### config.mk
export PLATFORM = sky130hd
export DESIGN_NAME = br_ctrl
export DESIGN_NICKNAME = d
export VERILOG_FILES = /design/src/rtl/br_ctrl_pkg.sv /design/src/rtl/btb_table.sv /design/src/rtl/br_ctrl.sv
export SDC_FILE = /design/constraint.sdc
export NUM_CORES = 2
export LEC_CHECK = 0
export ABC_AREA = 1
export CAP_MARGIN = 25
export CORE_MARGIN = 1.5
export CORE_UTILIZATION = 45
export CTS_BUF_LIST = sky130_fd_sc_hd__clkbuf_16
export DETAILED_ROUTE_END_ITERATION = 6
export PLACE_DENSITY = 0.72
export SYNTH_ARGS = -nofsm -noshare
export SYNTH_HDL_FRONTEND = slang
export SYNTH_HIERARCHICAL = 1
export SYNTH_SLANG_ARGS = --single-unit
export TNS_END_PERCENT = 30
### constraint.sdc
create_clock -name clk -period 3.6 [get_ports clk]
set_clock_uncertainty 0.05 [all_clocks]
set_input_delay 0.36 -clock clk [delete_from_list [all_inputs] [get_ports clk]]
set_output_delay 0.36 -clock clk [all_outputs]
set_load 0.01 [all_outputs]
### src/rtl/br_ctrl_pkg.sv
// Shared branch-unit definitions: funct3 encodings, BHT counter type and saturating helpers.
package br_ctrl_pkg;

  localparam logic [2:0] F3_BEQ  = 3'b000;
  localparam logic [2:0] F3_BNE  = 3'b001;
  localparam logic [2:0] F3_BLT  = 3'b100;
  localparam logic [2:0] F3_BGE  = 3'b101;
  localparam logic [2:0] F3_BLTU = 3'b110;
  localparam logic [2:0] F3_BGEU = 3'b111;

  typedef enum logic [1:0] {
    SNT = 2'd0,
    WNT = 2'd1,
    WT  = 2'd2,
    ST  = 2'd3
  } bht_t;

  function automatic bht_t sat_inc(input bht_t v);
    return (v == ST) ? ST : bht_t'(v + 2'd1);
  endfunction

  function automatic bht_t sat_dec(input bht_t v);
    return (v == SNT) ? SNT : bht_t'(v - 2'd1);
  endfunction

endpackage

### src/rtl/btb_table.sv
// Direct-mapped BTB with per-entry 2-bit BHT: one combinational lookup port and one
// synchronous resolve-update port.
module btb_table
  import br_ctrl_pkg::*;
#(
  parameter int unsigned ENTRIES = 16,
  localparam int unsigned IDX_W  = $clog2(ENTRIES),
  localparam int unsigned TAG_W  = 30 - IDX_W
) (
  input  logic        clk,
  input  logic        rst_n,
  input  logic [31:0] rd_pc,
  output logic        rd_hit,
  output logic        rd_taken,
  output logic [31:0] rd_target,
  input  logic        wr_en,
  input  logic [31:0] wr_pc,
  input  logic        wr_taken,
  input  logic        wr_jmp,
  input  logic [31:0] wr_target
);

  logic             valid_q [ENTRIES];
  logic [TAG_W-1:0] tag_q   [ENTRIES];
  logic [31:0]      tgt_q   [ENTRIES];
  bht_t             bht_q   [ENTRIES];

  logic [IDX_W-1:0] rd_idx, wr_idx;
  logic [TAG_W-1:0] rd_tag, wr_tag;
  logic             wr_match;
  logic             unused_pc_bits;

  assign rd_idx = rd_pc[IDX_W+1:2];
  assign rd_tag = rd_pc[31:IDX_W+2];
  assign wr_idx = wr_pc[IDX_W+1:2];
  assign wr_tag = wr_pc[31:IDX_W+2];
  assign unused_pc_bits = ^{rd_pc[1:0], wr_pc[1:0]};

  // Lookup sees pre-update state; a same-cycle write lands at the edge.
  assign rd_hit    = valid_q[rd_idx] && (tag_q[rd_idx] == rd_tag);
  assign rd_taken  = rd_hit && bht_q[rd_idx][1];
  assign rd_target = rd_hit ? tgt_q[rd_idx] : 32'd0;

  assign wr_match = valid_q[wr_idx] && (tag_q[wr_idx] == wr_tag);

  always_ff @(posedge clk) begin
    if (!rst_n) begin
      for (int i = 0; i < int'(ENTRIES); i++) begin
        valid_q[i] <= 1'b0;
        tag_q[i]   <= '0;
        tgt_q[i]   <= '0;
        bht_q[i]   <= WNT;
      end
    end else if (wr_en) begin
      if (wr_taken) begin
        valid_q[wr_idx] <= 1'b1;
        tag_q[wr_idx]   <= wr_tag;
        tgt_q[wr_idx]   <= wr_target;
        bht_q[wr_idx]   <= wr_jmp ? ST : sat_inc(bht_q[wr_idx]);
      end else if (wr_match) begin
        // Not-taken only trains an entry that actually belongs to this branch.
        bht_q[wr_idx] <= sat_dec(bht_q[wr_idx]);
      end
    end
  end

endmodule

### src/rtl/br_ctrl.sv
// EX-stage branch/jump resolution, misprediction redirect and performance counters,
// with BTB/BHT lookup for the fetch stage.
module br_ctrl
  import br_ctrl_pkg::*;
#(
  parameter int unsigned BTB_ENTRIES = 16,
  parameter int unsigned CNT_W       = 32
) (
  input  logic             clk,
  input  logic             rst_n,
  input  logic [31:0]      if_pc,
  output logic             if_pred_taken,
  output logic [31:0]      if_pred_target,
  input  logic             ex_valid,
  input  logic             ex_stall,
  input  logic             ex_is_br,
  input  logic             ex_is_jmp,
  input  logic [2:0]       ex_funct3,
  input  logic [31:0]      ex_pc,
  input  logic [31:0]      ex_target,
  input  logic             ex_pred_taken,
  input  logic [31:0]      ex_pred_target,
  input  logic             br_less,
  input  logic             br_equal,
  output logic             br_unsigned,
  output logic             redirect,
  output logic [31:0]      redirect_pc,
  output logic             flush,
  output logic [CNT_W-1:0] perf_br_cnt,
  output logic [CNT_W-1:0] perf_miss_cnt
);

  logic             legal_f3, br_cond, actual_taken, resolve, mispredict;
  logic             if_hit;
  logic [CNT_W-1:0] br_cnt_q, miss_cnt_q;

  assign br_unsigned = ex_funct3[1];

  always_comb begin
    legal_f3 = 1'b1;
    br_cond  = 1'b0;
    unique case (ex_funct3)
      F3_BEQ:           br_cond = br_equal;
      F3_BNE:           br_cond = !br_equal;
      F3_BLT, F3_BLTU:  br_cond = br_less;
      F3_BGE, F3_BGEU:  br_cond = !br_less;
      default:          legal_f3 = 1'b0;
    endcase
  end

  assign actual_taken = ex_is_jmp || br_cond;
  assign resolve      = ex_valid && !ex_stall && (ex_is_jmp || (ex_is_br && legal_f3));
  assign mispredict   = actual_taken ? (!ex_pred_taken || (ex_pred_target != ex_target))
                                     : ex_pred_taken;

  assign redirect    = rst_n && resolve && mispredict;
  assign flush       = redirect;
  assign redirect_pc = actual_taken ? ex_target : ex_pc + 32'd4;

  btb_table #(
    .ENTRIES (BTB_ENTRIES)
  ) u_btb (
    .clk       (clk),
    .rst_n     (rst_n),
    .rd_pc     (if_pc),
    .rd_hit    (if_hit),
    .rd_taken  (if_pred_taken),
    .rd_target (if_pred_target),
    .wr_en     (resolve),
    .wr_pc     (ex_pc),
    .wr_taken  (actual_taken),
    .wr_jmp    (ex_is_jmp),
    .wr_target (ex_target)
  );

  logic unused_hit;
  assign unused_hit = if_hit;

  always_ff @(posedge clk) begin
    if (!rst_n) begin
      br_cnt_q   <= '0;
      miss_cnt_q <= '0;
    end else if (resolve) begin
      br_cnt_q   <= br_cnt_q + 1'b1;
      miss_cnt_q <= miss_cnt_q + CNT_W'(redirect);
    end
  end

  assign perf_br_cnt   = br_cnt_q;
  assign perf_miss_cnt = miss_cnt_q;

endmodule

==> results.sh <==
export IMPL_status="finished, violations left"
export IMPL_failing_checks="DRC, setup timing"
export IMPL_pwr_share_clk_pct=37.9
export IMPL_first_global_vias=47000
export IMPL_fmax_mhz=277
export IMPL_cts_tree="yes"
export IMPL_track_usage_pct=32.8
export IMPL_timing_max_slew_rel_slack_pct=42.1
export IMPL_area_growth_pct=18.9
export IMPL_syn_num_nets=6551
export IMPL_worst_setup_hold_path_clk_slew_ns=0.07
export IMPL_clkLatencyLatePin_ns=0.74
export IMPL_p_leak_nw=26.0
export IMPL_share_of_the_clock_period_used_by_the_worst_path_pct=100
export IMPL_syn_instance_count=6407
export IMPL_buffer_ports_inserted=269
export IMPL_grt_start_max_net_pins=169
export IMPL_die_width_um=350
export IMPL_vdd_ir_drop_max_v=0.000452
export IMPL_hold_end="u_btb/valid_q[0]"
export IMPL_drive_gt1_share_pct=10.1
export IMPL_crit_reg2reg_launch="u_btb/tag_q[5][3]"
export IMPL_final_core_utilization_pct=54.2
export IMPL_dr_total_vias=49700
export IMPL_post_layout_total_power_w=0.0284
export IMPL_wire_length_of_the_first_global_routing_pass_mm=296
export IMPL_routed_via_density=5.96
export IMPL_drt_pre_antenna_iters=7
export IMPL_h_tree_depth=3
export IMPL_holdCritStartpoint="u_btb/valid_q[0]"
export IMPL_report_final_slew_viol_count=0
export IMPL_grt_overflow=0
export IMPL_worst_setup_path_end_kind="primary output"
export IMPL_core_area_um2=119000
export IMPL_cts_sinks=1040
export IMPL_rsz0062_at_grt="yes"
export IMPL_finalCriticalPeriod_ns=3.61
export IMPL_ctsLongestPathBuffers=3
export IMPL_ant_nets=0
export IMPL_comb_power_share_pct=13.0
export IMPL_initialDrtViolationCount=7874
export IMPL_critical_path_class="input pin to primary output"
export IMPL_die_area_um2=122000
export IMPL_sw_frac_of_total_pct=26.7
export IMPL_worst_r2r_cell_count=18
export IMPL_final_nets=6796
export IMPL_gp_congestion=0.944
export IMPL_internal_power_w=0.0208
export IMPL_finalSetupViolCount=2
export IMPL_pwr_share_seq_pct=49.1
export IMPL_floorplan_rows=126
export IMPL_pnr_worst_setup_slack_ns=-0.0120
export IMPL_dp_hpwl_mm=122
export IMPL_antenna_found_initial=3
export IMPL_syn_area_per_cell_um2=8.44
export IMPL_cts_inserted_buffers=108
export IMPL_die_span_in_y_um=350
export IMPL_fillerInstances=10500
export IMPL_post_drt_wl_per_cell_um=24.6
export IMPL_clk_root_buffer_cell="sky130_fd_sc_hd__clkbuf_16"
export IMPL_critical_path_arrival_ns=3.20
export IMPL_synthesis_area_um2=54100
export IMPL_drc=1
export IMPL_critical_path_peak_fanout=3
export IMPL_yosysWarningCount=6
export IMPL_reg2reg_setup_slack_ns=0.67
export IMPL_classification_of_the_worst_slack_hold_path="flop to flop"
export IMPL_routed_wl_mm=205
export IMPL_tightestPinTransition_ns=0.861
export IMPL_timing_critical_path_required_ns=3.19
export IMPL_psw_w=0.00759
export IMPL_power_density_nw_per_um2=442
export IMPL_start_kind="input pin"
export IMPL_initial_core_util_pct=45.6
export IMPL_dp_cells=8139
export IMPL_hold_viol=0
export IMPL_finalNonFillerCells=8337
export IMPL_whs_path_depth=2
export IMPL_cap_violations=0
export IMPL_top_level_ports=272
export IMPL_r2r_end="u_btb/bht_q[7][1]"
worst max path at each step:
stage	slack, ns	start	to
detailed placement	-0.30	ex_target[25]	perf_miss_cnt[14]
finish	-0.01	ex_target[25]	flush
global placement	-0.22	ex_target[25]	perf_miss_cnt[20]
floorplan	-0.10	ex_funct3[2]	u_btb/tag_q[8][0]
global route	-0.10	u_btb/tag_q[14][21]	if_pred_target[26]
CTS	-0.01	u_btb/tag_q[12][21]	if_pred_taken
layer usage:
metal  vias to the layer above  share of wire [%]  GRT usage [%]
li1                      21800                  -              -
met1                     23200                 35           42.7
met2                      3943                 43           49.5
met3                       724                 15           8.52
met4                         4                6.3           18.8
met5                         -              0.012              0
area by class of cell:
cell class | count | area [µm²] | area share [%]
antenna | 4 | 10.0 | 0.0156
clock buffer | 108 | 2700 | 4.20
clock inverter | 83 | 629 | 0.979
inverter | 370 | 1410 | 2.20
multi-input combinational | 4529 | 20700 | 32.2
sequential | 1040 | 30400 | 47.3
tap | 1600 | 2000 | 3.11
timing repair buffer | 603 | 6400 | 9.95
cell usage in the layout (no fill, tap or decap), types with 5 or more instances in the layout:
cell type                         count
sky130_fd_sc_hd__nand2_1           1707
sky130_fd_sc_hd__nor2_1            1346
sky130_fd_sc_hd__edfxtp_1           960
sky130_fd_sc_hd__a21oi_1            402
sky130_fd_sc_hd__inv_1              352
sky130_fd_sc_hd__o21ai_0            312
sky130_fd_sc_hd__buf_4              234
sky130_fd_sc_hd__clkdlybuf4s50_1    226
sky130_fd_sc_hd__nand3_1            153
sky130_fd_sc_hd__a221oi_1           129
sky130_fd_sc_hd__clkbuf_16          109
sky130_fd_sc_hd__buf_12             100
sky130_fd_sc_hd__o211ai_1            86
sky130_fd_sc_hd__dfxtp_1             80
sky130_fd_sc_hd__o21ai_1             72
sky130_fd_sc_hd__clkinv_1            48
sky130_fd_sc_hd__nand2_4             37
sky130_fd_sc_hd__o31ai_1             32
sky130_fd_sc_hd__buf_2               29
sky130_fd_sc_hd__nor3_1              26
sky130_fd_sc_hd__nand4_1             25
sky130_fd_sc_hd__nor3_2              25
sky130_fd_sc_hd__xor2_1              24
sky130_fd_sc_hd__clkinv_2            21
sky130_fd_sc_hd__nand2_2             18
sky130_fd_sc_hd__nor2_4              17
sky130_fd_sc_hd__a22oi_1             16
sky130_fd_sc_hd__nor2_2              14
sky130_fd_sc_hd__xnor2_1             13
sky130_fd_sc_hd__nand3_2             11
sky130_fd_sc_hd__nand3b_1            11
sky130_fd_sc_hd__inv_2                9
sky130_fd_sc_hd__bufinv_16            6
sky130_fd_sc_hd__o22ai_1              5
sky130_fd_sc_hd__nor3_4               5
through the flow:
stage	instance area [µm²]	setup TNS, ns	hold WS (ns)	worst slack [ns]
global route	64300	-0.614	0.432	-0.102
floorplan	54100	-23.31	0.379	-0.101
CTS	64100	-0.0264	0.408	-0.0127
detailed placement	60700	-14.60	0.398	-0.305
finish	64300	-0.0222	0.413	-0.0120
global placement	60700	-10.20	0.392	-0.217
critical path: stages:
cell	delay [ns]
sky130_fd_sc_hd__clkdlybuf4s50_1	0.59
sky130_fd_sc_hd__inv_1	0.09
sky130_fd_sc_hd__o21ai_0	0.59
sky130_fd_sc_hd__nor2_1	0.14
sky130_fd_sc_hd__nand2_1	0.14
sky130_fd_sc_hd__buf_12	0.13
sky130_fd_sc_hd__nor2_1	0.04
sky130_fd_sc_hd__nand3_1	0.08
sky130_fd_sc_hd__nor2_1	0.05
sky130_fd_sc_hd__nor2_1	0.24
sky130_fd_sc_hd__buf_4	0.20
sky130_fd_sc_hd__clkdlybuf4s50_1	0.53
timing repair:
item | CTS | global route
setup endpoints to repair | 33 | 38
gates resized for setup | 160 | 46
endpoints found under the hold margin | 5 | 0
hold buffers | 1 | 0
gates cloned | 3 | 1
pin swaps | 9 | 11
setup buffers | 1 | 1
registers in the layout, summed over array words and instances (netlist names):
| register | flops |
|---|---|
| perf_br_cnt | 32 |
| u_btb/tgt_q | 512 |
| u_btb/bht_q | 32 |
| u_btb/valid_q | 16 |
| perf_miss_cnt | 32 |
| u_btb/tag_q | 416 |
power groups by stage:
stage / Sequential [W] / Clock, W / Combinational, W
after floorplan: 0.0142 / 0 / 0.00188
after global placement: 0.0142 / 0 / 0.00348
after detailed placement: 0.0142 / 0 / 0.00353
after CTS: 0.0139 / 0.0108 / 0.00355
after global routing: 0.0140 / 0.0112 / 0.00390
final: 0.0139 / 0.0108 / 0.00369
Power figures use the tool's default switching activity.
